--- config.mk ---
export PLATFORM = sky130hd
export DESIGN_NAME = ex_muldiv
export DESIGN_NICKNAME = d
export VERILOG_FILES = /design/src/rtl/ex_muldiv_pkg.sv /design/src/rtl/ex_muldiv.sv
export SDC_FILE = /design/constraint.sdc
export NUM_CORES = 1
export LEC_CHECK = 0
export CAP_MARGIN = 20
export CORE_MARGIN = 1
export CORE_UTILIZATION = 60
export CTS_BUF_LIST = sky130_fd_sc_hd__clkbuf_16
export DETAILED_ROUTE_END_ITERATION = 7
export GPL_TIMING_DRIVEN = 0
export PLACE_DENSITY = 0.85
export SLEW_MARGIN = 20
export SYNTH_ARGS = -nofsm -noshare
export SYNTH_HDL_FRONTEND = slang
export SYNTH_SLANG_ARGS = --single-unit
--- constraint.sdc ---
create_clock -name clk -period 6.42 [get_ports clk]
set_input_delay 1.284 -clock clk [delete_from_list [all_inputs] [get_ports clk]]
set_output_delay 1.284 -clock clk [all_outputs]
set_load 0.1 [all_outputs]
--- src/rtl/ex_muldiv_pkg.sv ---
// muldiv_pkg: shared RV32M encodings, FSM states and iteration count for ex_muldiv
package muldiv_pkg;
    localparam logic [2:0] F3_MUL    = 3'b000;
    localparam logic [2:0] F3_MULH   = 3'b001;
    localparam logic [2:0] F3_MULHSU = 3'b010;
    localparam logic [2:0] F3_MULHU  = 3'b011;
    localparam logic [2:0] F3_DIV    = 3'b100;
    localparam logic [2:0] F3_DIVU   = 3'b101;
    localparam logic [2:0] F3_REM    = 3'b110;
    localparam logic [2:0] F3_REMU   = 3'b111;
    localparam int MULDIV_ITERS = 32;
    localparam logic [6:0] OPCODE_OP     = 7'b0110011;
    localparam logic [6:0] FUNCT7_MULDIV = 7'b0000001;
    typedef enum logic [1:0] {S_IDLE, S_CALC, S_FIX, S_DONE} md_state_t;
endpackage

--- src/rtl/ex_muldiv.sv ---
// ex_muldiv: iterative RV32M multiply/divide for the EX stage, 34-cycle ops with a 1-cycle fast path
module ex_muldiv import muldiv_pkg::*; #(
    parameter int XLEN = 32
) (
    input  logic            clk,
    input  logic            rst,
    input  logic            flush,
    input  logic            start,
    input  logic [2:0]      funct3,
    input  logic [XLEN-1:0] op_a,
    input  logic [XLEN-1:0] op_b,
    output logic            busy,
    output logic            done,
    output logic [XLEN-1:0] result
);
    md_state_t state, state_n;
    logic [4:0] cnt;
    logic [63:0] acc, neg64, mul_next, div_next;
    logic [31:0] b_mag, a_abs, b_abs, fast_val, fix_val, lo_f, rem_n;
    logic [32:0] sum, top;
    logic [2:0] f3;
    logic neg_res, a_sgn, b_sgn, neg_a, neg_b, neg_in, fast, ge;
    always_comb begin
        a_sgn = funct3 != F3_MULHU && funct3 != F3_DIVU && funct3 != F3_REMU;
        b_sgn = a_sgn && funct3 != F3_MULHSU;
        neg_a = a_sgn & op_a[31];
        neg_b = b_sgn & op_b[31];
        a_abs = neg_a ? -op_a : op_a;
        b_abs = neg_b ? -op_b : op_b;
        neg_in = funct3 == F3_REM ? neg_a : neg_a ^ neg_b;
        fast = funct3[2] && (op_b == '0 || (!funct3[0] && op_a == 32'h8000_0000 && op_b == '1));
        fast_val = op_b == '0 ? (funct3[1] ? op_a : '1) : (funct3[1] ? '0 : 32'h8000_0000);
    end
    // Shared 64-bit accumulator: {partial/remainder, multiplier/dividend-quotient}
    always_comb begin
        sum = {1'b0, acc[63:32]} + (acc[0] ? {1'b0, b_mag} : 33'd0);
        mul_next = {sum, acc[31:1]};
        top = acc[63:31];
        ge = top >= {1'b0, b_mag};
        rem_n = ge ? 32'(top - {1'b0, b_mag}) : top[31:0];
        div_next = {rem_n, acc[30:0], ge};
        neg64 = -acc;
        lo_f = neg_res ? neg64[31:0] : acc[31:0];
        fix_val = (f3 == F3_MUL || f3 == F3_DIV || f3 == F3_DIVU) ? lo_f :
                  !f3[2] ? (neg_res ? neg64[63:32] : acc[63:32]) :
                  (neg_res ? 32'(-acc[63:32]) : acc[63:32]);
    end
    always_ff @(posedge clk)
        state <= rst ? S_IDLE : state_n;
    always_comb begin
        state_n = S_IDLE;
        if (!flush)
            case (state)
                S_IDLE:  state_n = start ? (fast ? S_DONE : S_CALC) : S_IDLE;
                S_CALC:  state_n = cnt == 5'(MULDIV_ITERS - 1) ? S_FIX : S_CALC;
                S_FIX:   state_n = S_DONE;
                default: state_n = S_IDLE;
            endcase
    end
    always_comb
        busy = !rst && ((state == S_IDLE && start && !fast && !flush) || state == S_CALC || state == S_FIX);
    always_ff @(posedge clk) begin
        if (rst) begin
            cnt <= '0;
            acc <= '0;
            b_mag <= '0;
            f3 <= '0;
            neg_res <= 1'b0;
            done <= 1'b0;
            result <= '0;
        end else begin
            done <= state_n == S_DONE;
            if (state_n == S_DONE)
                result <= state == S_FIX ? fix_val : fast_val;
            if (state == S_IDLE && start) begin
                cnt <= '0;
                acc <= {32'd0, a_abs};
                b_mag <= b_abs;
                f3 <= funct3;
                neg_res <= neg_in;
            end else if (state == S_CALC) begin
                cnt <= cnt + 5'd1;
                acc <= f3[2] ? div_next : mul_next;
            end
        end
    end
endmodule

* After elaboration in Yosys (flattened, before gate mapping)
Index checks and enable logic that the tools add are counted.
** Storage, ports and cells
- Input bits :: 71
- Register bits :: 140
- Output and inout port bits :: 34
- Word-level logic and storage cells :: 79
** Operators by class
- Reduce and logical (&&, ||, !) cells :: 24
- $lt $le $gt $ge :: 1
- Bitwise gates (word level) :: 3
- Multiplexer cells :: 22
- Add/subtract/negate cells :: 7
- Equal/unequal tests :: 13
** Operator list (number)
- 32-bit 2-to-1 mux :: 15
- 32-bit negator :: 3
- 32-bit equality test (second input constant) :: 2
- 64-bit 2-to-1 mux :: 1
- 64-bit negator :: 1
- 32-bit by 32-bit adder with 33-bit output :: 1
- 33-bit by 32-bit >= comparator with 1-bit output :: 1
- 32-bit zero test :: 1
- 32-bit subtractor :: 1
- 1-bit logical AND :: 10
- 3-bit equality test (second input constant) :: 3
- 2-bit 2-to-1 mux :: 4
- 3-bit by 2-bit != test with 1-bit output (second input constant) :: 2
- 3-bit != test (second input constant) :: 2
- 2-bit one-hot mux with 3 select lines :: 1
- 5-bit by 1-bit adder with 5-bit output (second input constant) :: 1
- 5-bit equality test (second input constant) :: 1
- 1-bit logical OR :: 5
- 2-bit equality test (second input constant) :: 2
- 1-bit zero test :: 4
- 3-bit zero test :: 1
- 1-bit AND :: 2
- 2-bit by 1-bit equality test with 1-bit output (second input constant) :: 1
- 2-bit zero test :: 1
- 4 further kinds :: 4

* Longest topological paths before layout
Gate-level depths: netlist (run 1).
- Word-level depth :: 11
- Gate-level depth with buffers :: 15
- Gate-level depth less buffers :: 13

* Least setup slack after synthesis (run 1)
Ideal clock, no wire load.
- Kind :: input to output
- Start :: in op_a[0]
- End :: out busy
- Stages :: 9
- Required time :: 5136 ps
- Data arrival time :: 4406 ps
- Setup slack :: 730 ps
- Path buffers :: 0
- Cell sequence :: inv_1 ha_1 or3b_2 nor4_1 nand3_1 nor4_1 o21ai_0 a311oi_1 a211oi_1
** Between the ends
- Word-level cells in the longest chain between the ends :: 11
** RTL lines
- from (decl) :: RTL line ex_muldiv.sv:10 : input logic [XLEN-1:0] op_a,
- 32-bit equality test :: RTL line ex_muldiv.sv:31 : fast = funct3[2] && (op_b == '0 || (!funct3[0] && op_a == 32'h8000_0000 && op_b == '1));
- 1-bit logical AND (2 in series) :: RTL line ex_muldiv.sv:31
- 1-bit logical OR :: RTL line ex_muldiv.sv:31
- 1-bit logical AND :: RTL line ex_muldiv.sv:31
- 1-bit zero test :: RTL line ex_muldiv.sv:61 : busy = !rst && ((state == S_IDLE && start && !fast && !flush) || state == S_CALC || state == S_FIX);
- 1-bit logical AND (2 in series) :: RTL line ex_muldiv.sv:61
- 1-bit logical OR (2 in series) :: RTL line ex_muldiv.sv:61
- 1-bit logical AND :: RTL line ex_muldiv.sv:61
- to (decl) :: RTL line ex_muldiv.sv:12 : output logic busy,
Every way passes these cells.

* Worst setup path in the final report (run 1)
Same ends and word-level chain as after synthesis.

==> impl_metrics.yaml, run 1 <==
drt:
  drc: 0
  wire_per_inst_um: 24.69
  drtIter0Drc: 1765
  num_vias: 15480
  vias_per_cell: 6.934
  wl_um: 55130
  dr.pass1.iters: 6
  ant_nets: 0
timing:
  fin_skew_ns: 0.01844
  max_freq_mhz: 164.3
  fin_hold_ws_ns: 0.4542
  max-slew-margin-rel_pct: 18.48
  finalCritPeriodShare_pct: 94.79
  finalHoldViolCount: 0
  tightest_slew_ns: 1.207
  finalSetupViolCount: 0
  layout_min_cycle_time_ns: 6.085
  final_max_slew_viol_count: 0
  finalSetupTns_ns: 0
  rsz0062_at_grt: "no"
  worst_slack_ns: 0.3345
place:
  place_ws_ns: -0.4378
  port-buffer-count: 103
  gp_congestion: 1.071
  dp_hpwl_um: 41890
  dp.cells: 2201
  placed_area_um2: 14680
synth:
  avgSynthCellArea_um2: 7.313
  synth_area_um2: 13300
  ys_ff_latch: 140
  synth_compound_area_share_pct: 31.39
  synth_xor_area_share_pct: 9.947
  synth_top_family_by_area: "compound AO/OA/AOI/OAI gates"
  synth_warnings: 0
  synth.area.mux_share_pct: 3.360
  synth-seq-area-share_pct: 21.08
  synth_edf_count: 0
  syn_nets: 1962
  synth_cell_types: 85
  synth-async-reset-ratio_pct: 0
  synth-simple-area-share_pct: 21.57
  synthFlopType: "dfxtp_1"
  synth-adder-area-share_pct: 6.983
  synth_cells: 1818
power_and_ir_drop:
  p_int_mw: 1.758
  swShare_pct: 39.52
  seqPwrFrac_pct: 33.7
  clkPwrFrac_pct: 33.9
  p_switching_mw: 1.149
  ir_worst_vdd_mv: 0.1547
  pwr-share-comb_pct: 32.4
  powerDensity_nw_per_um2: 190.7
  p_leak_nw: 5.687
  power_mw: 2.906
floorplanning:
  boundaryPins: 105
  die_area_um2: 22760
  core_area_um2: 21760
  chipHeight_um: 150.9
  num_rows: 54
  start_util_pct: 61.11
  chipWidth_um: 150.9
clock_tree:
  postCtsHoldBufs: 0
  cts_sinks: 140
  clockRootBuffer: "clkbuf_16"
  clkTransAtPathRegs_ns: 0.06
  cts_inserted_buffers: 17
  clkLatencyLatePin_ns: 0.45
  cts_buffer_depth: 2
  cts_tree: "done"
  htree_levels: 4
  postCtsSetupBuffers: 0
cells_and_area:
  nFillCells: 1867
  n_antenna_cell: 0
  multi_input_area_um2: 9753
  final_cell_mix: "nor2_1 (192), a21oi_1 (163), dfxtp_1 (140)"
  seq_area_um2: 2803
  layout.nets: 2084
  layout-drive-gt1-share_pct: 4.096
  finalInstanceArea_um2: 15240
  final_common_cell: "nor2_1"
  fin_util_pct: 70.05
  stdcell_count: 2233
  areaGrowthSynthToFinish_pct: 14.63
worst_setup_path:
  reg2reg_from: "acc[0]$_SDFFE_PP0P_"
  path_class: "input port to output pin"
  start_kind: "input port"
  required_ns: 5.14
  crit_fanout: 5
  critPathCaptureType: "output pin"
  critPathLaunch: "op_a[0]"
  critical_path_arrival_ns: 4.80
grt:
  grt_usage_pct: 48.65
  grt_max_degree: 17
  grt_overflow: 0
  grt_pass1_vias: 14450
  antenna_found_initial: 0
  grt_pass1_wl_um: 82720
run:
  maxCapViolCount: 0
min_path:
  hold_class: "flop to flop"
  min-delay-start: "result[3]$_SDFFE_PP0N_"
outcome:
  outcome: "finished, final reports clean"
==> path summary, 6_finish.rpt <==
kind | cells after the start | slack [ns] | end
worst min register to register | 2 | 0.45 | result[3]$_SDFFE_PP0N_
worst min-delay path | 2 | 0.45 | result[3]$_SDFFE_PP0N_
worst max register to register | 14 | 1.59 | acc[60]$_SDFFE_PP0P_
worst max-delay path | 11 | 0.33 | busy
==> registers in the layout, indices dropped and copies added, names as in the netlist <==
name	flops
result	32
f3	3
cnt	5
neg_res	1
state	2
done	1
acc	64
b_mag	32
==> power by group through the flow <==
stage / sequential [mW] / combinational (mW) / clock [mW]
global route: 0.983 / 0.999 / 1.00
finish: 0.980 / 0.941 / 0.985
CTS: 0.976 / 0.905 / 0.964
detailed placement: 0.996 / 0.899 / 0
global placement: 0.994 / 0.887 / 0
floorplan: 1.01 / 0.588 / 0
==> cell families (layout without fill, tap and decap cells) <==
group,Yosys count,after routing
AND/OR/NAND/NOR,581,581
flip-flops,140,140
buffers and inverters,193,328
adder cells (fa/ha/maj),73,73
AO/OA/AOI/OAI,637,637
multiplexers,43,43
XOR/XNOR,151,151
==> critical path, stage by stage <==
cell and delay [ns]:
clkdlybuf4s50_1 0.48, inv_1 0.12, ha_1 0.23, or3b_2 0.48
nor4_1 0.40, nand3_1 0.28, nor4_2 0.55, o21ai_0 0.18
a311oi_1 0.30, a211oi_1 0.08, clkbuf_2 0.42
==> per-layer routing <==
layer | share of wire (%) | track usage (%) | wire, um | up-vias
li1 | - | - | - | 6930
met1 | 37 | 57.77 | 20510 | 7189
met2 | 42 | 74.36 | 23150 | 1091
met3 | 13 | 15.03 | 6956 | 274
met4 | 8.2 | 34.50 | 4517 | 0
met5 | 0 | 0 | 0 | -
==> final cells by class <==
class / instances / share of cell area (%)
Sequential cell: 140 / 18.39
Multi-Input combinational cell: 1485 / 63.99
Tap cell: 280 / 2.299
Clock buffer: 17 / 2.791
Buffer: 119 / 3.128
Clock inverter: 15 / 0.8456
Inverter: 74 / 1.823
Timing Repair Buffer: 103 / 6.732
==> repair_timing <==
item / 4_1_cts / 5_1_grt
gates cloned: 0 / 0
setup endpoints to repair: 1 / 1
gates resized for setup: 2 / 4
==> cells in the mapped netlist, drive strengths merged (9+ instances only) <==
| cell | number | area [um2] |
|---|---|---|
| nor2 | 193 | 727.0 |
| clkbuf | 100 | 375.4 |
| nand3 | 32 | 165.2 |
| or3 | 32 | 205.2 |
| a211oi | 102 | 765.7 |
| buf | 19 | 101.4 |
| o22ai | 12 | 75.07 |
| o41ai | 16 | 147.7 |
| nand2b | 42 | 262.8 |
| nand4 | 19 | 125.1 |
| or4 | 14 | 116.4 |
| and3 | 9 | 56.30 |
| o21ai | 127 | 639.4 |
| a31oi | 26 | 162.7 |
| ha | 71 | 888.4 |
| nor3 | 27 | 140.1 |
| o21bai | 12 | 90.09 |
| xnor2 | 88 | 770.7 |
| nor4 | 19 | 170.2 |
| o21a | 15 | 113.9 |
| a21o | 33 | 247.7 |
| xor2 | 63 | 551.8 |
| nand2 | 139 | 524.3 |
| a311oi | 16 | 140.1 |
| o211ai | 23 | 177.7 |
| dfxtp | 140 | 2803 |
| o31ai | 27 | 217.7 |
| nor2b | 24 | 150.1 |
| a32oi | 9 | 78.83 |
| and2 | 11 | 68.82 |
| a21oi | 164 | 824.5 |
| mux2i | 39 | 390.4 |
| inv | 74 | 277.8 |
Note: power is estimated with default switching activity, not from simulation.
==> run 2: changes to the inputs <==
Settings changed: CTS_CLUSTER_SIZE set to 12.
==> results of run 2 <==
No change in the layout: final DEF, timing and power equal those of run 1.
